===== src/rtl/datapath_pkg.sv =====
// Shared definitions for the operand-fetch datapath: widths, shift codes,
// fetch FSM encoding and the latched request record.
package datapath_pkg;

  localparam int DW   = 16;
  localparam int NREG = 8;
  localparam int AW   = 3;

  typedef logic [1:0] shift_t;

  localparam shift_t SH_NONE = 2'b00;
  localparam shift_t SH_LSL  = 2'b01;
  localparam shift_t SH_LSR  = 2'b10;
  localparam shift_t SH_ASR  = 2'b11;

  typedef enum logic [1:0] {
    IDLE   = 2'b00,
    READ_A = 2'b01,
    READ_B = 2'b10,
    DONE   = 2'b11
  } state_t;

  // Request captured when a fetch is accepted; held until the next accept.
  typedef struct packed {
    logic [AW-1:0] rn;
    logic [AW-1:0] rm;
    shift_t        sh;
  } fetch_req_t;

  function automatic fetch_req_t make_req(input logic [AW-1:0] rn,
                                          input logic [AW-1:0] rm,
                                          input shift_t sh);
    fetch_req_t r;
    r.rn = rn;
    r.rm = rm;
    r.sh = sh;
    return r;
  endfunction

endpackage


===== src/rtl/regfile8x16.sv =====
// 8 x 16-bit register file: one synchronous write port, one combinational
// read port with same-cycle write-to-read bypass. Cleared by async reset.
module regfile8x16
  import datapath_pkg::*;
(
  input  logic          clk,
  input  logic          reset_n,
  input  logic          write,
  input  logic [AW-1:0] writenum,
  input  logic [DW-1:0] data_in,
  input  logic [AW-1:0] readnum,
  output logic [DW-1:0] data_out
);

  logic [NREG-1:0][DW-1:0] regs;

  generate
    for (genvar gi = 0; gi < NREG; gi++) begin : g_reg
      logic [DW-1:0] q_reg;

      always_ff @(posedge clk or negedge reset_n) begin
        if (!reset_n) begin
          q_reg <= '0;
        end else if (write && (writenum == AW'(gi))) begin
          q_reg <= data_in;
        end
      end

      assign regs[gi] = q_reg;
    end
  endgenerate

  // A write landing on the register being read this cycle wins over the stored value.
  assign data_out = (write && (writenum == readnum)) ? data_in : regs[readnum];

endmodule


===== src/rtl/operand_fetch.sv =====
// Operand-fetch stage: reads Rn then Rm through a single read port and
// presents A/B plus the shift code to the ALU/shifter under valid/ack.
module operand_fetch
  import datapath_pkg::*;
(
  input  logic          clk,
  input  logic          reset_n,
  input  logic          write,
  input  logic [AW-1:0] writenum,
  input  logic [DW-1:0] data_in,
  input  logic          start,
  input  logic [AW-1:0] rn,
  input  logic [AW-1:0] rm,
  input  logic [1:0]    shift_in,
  input  logic          ack,
  output logic [DW-1:0] a_out,
  output logic [DW-1:0] b_out,
  output logic [1:0]    shift_out,
  output logic          valid,
  output logic          busy
);

  state_t        state_reg;
  fetch_req_t    req_reg;
  logic [AW-1:0] rd_idx;
  logic [DW-1:0] rd_data;

  // The read port follows the FSM: Rm during READ_B, Rn otherwise.
  always_comb begin
    rd_idx = req_reg.rn;
    if (state_reg == READ_B) begin
      rd_idx = req_reg.rm;
    end
  end

  regfile8x16 u_regfile (
    .clk      (clk),
    .reset_n  (reset_n),
    .write    (write),
    .writenum (writenum),
    .data_in  (data_in),
    .readnum  (rd_idx),
    .data_out (rd_data)
  );

  always_ff @(posedge clk or negedge reset_n) begin
    if (!reset_n) begin
      state_reg <= IDLE;
      req_reg   <= make_req('0, '0, SH_NONE);
      a_out     <= '0;
      b_out     <= '0;
      shift_out <= SH_NONE;
      valid     <= 1'b0;
      busy      <= 1'b0;
    end else begin
      case (state_reg)
        IDLE: begin
          if (start) begin
            req_reg   <= make_req(rn, rm, shift_in);
            state_reg <= READ_A;
            busy      <= 1'b1;
          end
        end
        READ_A: begin
          a_out     <= rd_data;
          state_reg <= READ_B;
        end
        READ_B: begin
          b_out     <= rd_data;
          shift_out <= req_reg.sh;
          state_reg <= DONE;
          busy      <= 1'b0;
          valid     <= 1'b1;
        end
        DONE: begin
          // Outputs stay frozen until the consumer acks; start is ignored until then.
          if (ack) begin
            valid <= 1'b0;
            if (start) begin
              req_reg   <= make_req(rn, rm, shift_in);
              state_reg <= READ_A;
              busy      <= 1'b1;
            end else begin
              state_reg <= IDLE;
            end
          end
        end
        default: begin
          state_reg <= IDLE;
          valid     <= 1'b0;
          busy      <= 1'b0;
        end
      endcase
    end
  end

endmodule


===== config.mk =====
export PLATFORM = sky130hd
export DESIGN_NAME = operand_fetch
export DESIGN_NICKNAME = d
export VERILOG_FILES = /design/src/rtl/datapath_pkg.sv /design/src/rtl/regfile8x16.sv /design/src/rtl/operand_fetch.sv
export SDC_FILE = /design/constraint.sdc
export NUM_CORES = 1
export LEC_CHECK = 0
export ABC_AREA = 1
export CORE_MARGIN = 2
export CORE_UTILIZATION = 40
export DETAILED_ROUTE_END_ITERATION = 8
export PLACE_DENSITY_LB_ADDON = 0.12
export RECOVER_POWER = 50
export SLEW_MARGIN = 15
export SYNTH_ARGS = -nofsm -noshare
export SYNTH_HDL_FRONTEND = slang
export SYNTH_HIERARCHICAL = 1
export SYNTH_SLANG_ARGS = --single-unit

===== constraint.sdc =====
create_clock -name clk -period 2.1 [get_ports clk]
set_input_delay 0.21 -clock clk [delete_from_list [all_inputs] [get_ports clk]]
set_output_delay 0.21 -clock clk [all_outputs]
set_load 0.005 [all_outputs]

==> metrics.cfg <==
[critical_path]
crit_chain=inv_2 > ha_4 > inv_4 > nand2_2 > nand2_4 > buf_4 > nand2_1 > nand2_2 > nor2_4 > buf_6 > nand2_8 > nand3_1 > nand2_1 > mux2_2
critPathTopFamily=simple AND/OR/NAND/NOR gates
rr_startpoint=state_reg[0]
start_kind=flop
rr_worst_depth=14
cp_max_fo=7
worstSetupStartpoint=state_reg[0]
cp.required_ps=2400
max_stage_delay_ps=390
critPathBufInv=4
r2r-end=a_out[3]
rrSetupSlack_ps=60
slowest_stage=dfrtp_1
cp.arrival_ps=2350
cp-end-kind=flop
critPathKind=flop to flop

[grt]
grt_usage_pct=21.4
grt_pass1_wl_mm=36.4
grt_pass1_vias=6747
antenna_found_initial=0
grt_overflow=0
grt_max_degree=56

[sta]
setup_slack_ps=57.5
layout_min_cycle_time_ps=2040
fmax_mhz=490
report.final.slew_viol_count=0
finalHoldViolCount=0
finalSetupViolations=0
slew_headroom_pct=29.8
tns_ps=0
rsz0062_at_grt=true
fin_crit_sh_pct=97.3
skew_ps=9.35
tightest_slew_ps=1050

[detailed_routing]
drtIter0Drc=485
drt-vias-per-instance=4.84
drt_wl_total_mm=22.7
ant_nets=0
wl_per_cell_microns=15.8
drc=0
num_vias=6962
dr.pass1.iters=5

[status]
status=finished, final reports clean

[power]
ir_worst_vdd_v=0.000689
power_leakage_nw=5.36
p_per_area_nw_per_um2=1470

[yosys]
syn-num-nets=1109
syn_avg_cell_area_sq_um=7.80
ys.warnings.count=6
ys_ff_latch=174
yosysSeqAreaShare_pct=52.1
synthDistinctLibCells=22
syn_area_sq_um=8350
syn_inst=1070

[layout]
regArea_sq_um=4350
largest_reg_flops=128
drive_gt1_share_pct=12.1
num_antenna_cells=0
area_delta_synth_final_pct=25.3
multi_input_area_sq_um=3410
fill_cells=1975
nNetsFinal=1194

[floorplan]
start_util_pct=41.0
ios=68
die_w_microns=148
die_area_sq_um=22000
core_area_sq_um=20400
die_h_microns=148
num_rows=52

[clocking]
cts_buffers=17
htree_levels=4
cts-root-buf=clkbuf_16
cts_tree=done
cts_buffer_depth=2
clk_pin_slew_ps=70
clkSinkCount=174
insertion_delay_ps=430

[place]
place_ws_ps=-54.9
place_hpwl_mm=14.7
gp_congestion=0.760
io_buffers=67

[run]
cap_viol_max_count=0

[min_path]
hp-class=input pin to asynchronous set/reset pin

[metal layers]
| layer | vias up | GRT usage (%) | wire [microns] |
|---|---|---|---|
| li1 | 3497 | - | - |
| met1 | 3315 | 28.5 | 10300 |
| met2 | 124 | 36.3 | 11300 |
| met3 | 26 | 3.44 | 727 |
| met4 | 0 | 5.95 | 411 |
| met5 | - | 0 | 0 |
[cells in the final DEF, fill, tap and decap left out, drive strengths merged]
cell           instances
nand2                438
mux2                  16
inv                  131
clkinvlp               2
ha                     7
o21ai                129
nor2                  11
buf                   45
dlygate4sd3            3
nor3                   1
dfrtp                174
clkinv                 3
clkdlybuf4s50         64
bufinv                 5
nand3                110
clkbuf                28
[how the worst max path moves through the flow]
stage	to	slack [ps]	depth (start not counted)
6_report	a_out[3]	60	14
2_1_floorplan	a_out[10]	2	16
3_3_place_gp	a_out[15]	-20	12
4_1_cts	a_out[13]	-1	13
3_5_place_dp	a_out[15]	-50	12
5_1_grt	a_out[3]	-70	14
[kinds of logic (layout without fill, tap and decap cells)]
group	after synthesis	after routing	synth area share [%]
AOI/OAI and AO/OA	129	129	7.73
adders and majority gates	7	7	1.05
buffers and inverters	186	281	9.48
DFF	174	174	52.1
muxes	16	16	2.61
and+or+nand+nor	558	560	27.0
[area by class of cell]
| cell class | count | share of cell area, % |
|---|---|---|
| clock inverters | 11 | 1.81 |
| clock buffers | 20 | 4.27 |
| flip-flops and latches | 174 | 41.6 |
| repair buffers | 120 | 11.6 |
| well taps | 270 | 3.23 |
| inverters | 130 | 4.85 |
| multi-input cells | 712 | 32.6 |
[stage by stage]
stage | util, % | instance area [sq um] | total power, W | cells | hold slack, ps
floorplan | - | 8380 | 0.00889 | 1070 | -85.6
global placement | 46.8 | 9530 | 0.0113 | 1395 | 218
detailed placement | 46.8 | 9530 | 0.0113 | 1395 | 219
CTS | 50.0 | 10200 | 0.0149 | 1427 | 330
global route | 51.4 | 10500 | 0.0166 | 1437 | 334
finish | 51.4 | 10500 | 0.0154 | 1437 | 297
[power breakdown]
part	internal, W	total, W	switching, W	leakage [nW]
Combinational	0.00314	0.00726	0.00412	2.87
Clock	0.00213	0.00345	0.00132	0.306
Sequential	0.00425	0.00472	0.000464	2.18
Total	0.00953	0.0154	0.00590	5.36
[timing repair]
item                       CTS  global route
hold endpoints to repair    50             0
pin swaps                    1             6
setup endpoints to repair   12            32
gates cloned                 0             4
setup buffers                0             6
resized for setup            4            47
hold buffers                 1             0
[synth_stat cells, drive strengths merged]
| cell type | n | area share [%] |
|---|---|---|
| dfrtp | 174 | 52 |
| o21ai | 129 | 7.7 |
| nand2 | 436 | 20 |
| ha | 7 | 1.0 |
| inv | 130 | 5.9 |
| nor2 | 11 | 0.58 |
| clkbuf | 30 | 1.3 |
| nor3 | 1 | 0.12 |
| nand3 | 110 | 6.6 |
| mux2 | 16 | 2.6 |
| buf | 26 | 2.2 |
No activity file was read; power rests on OpenSTA's default activity.
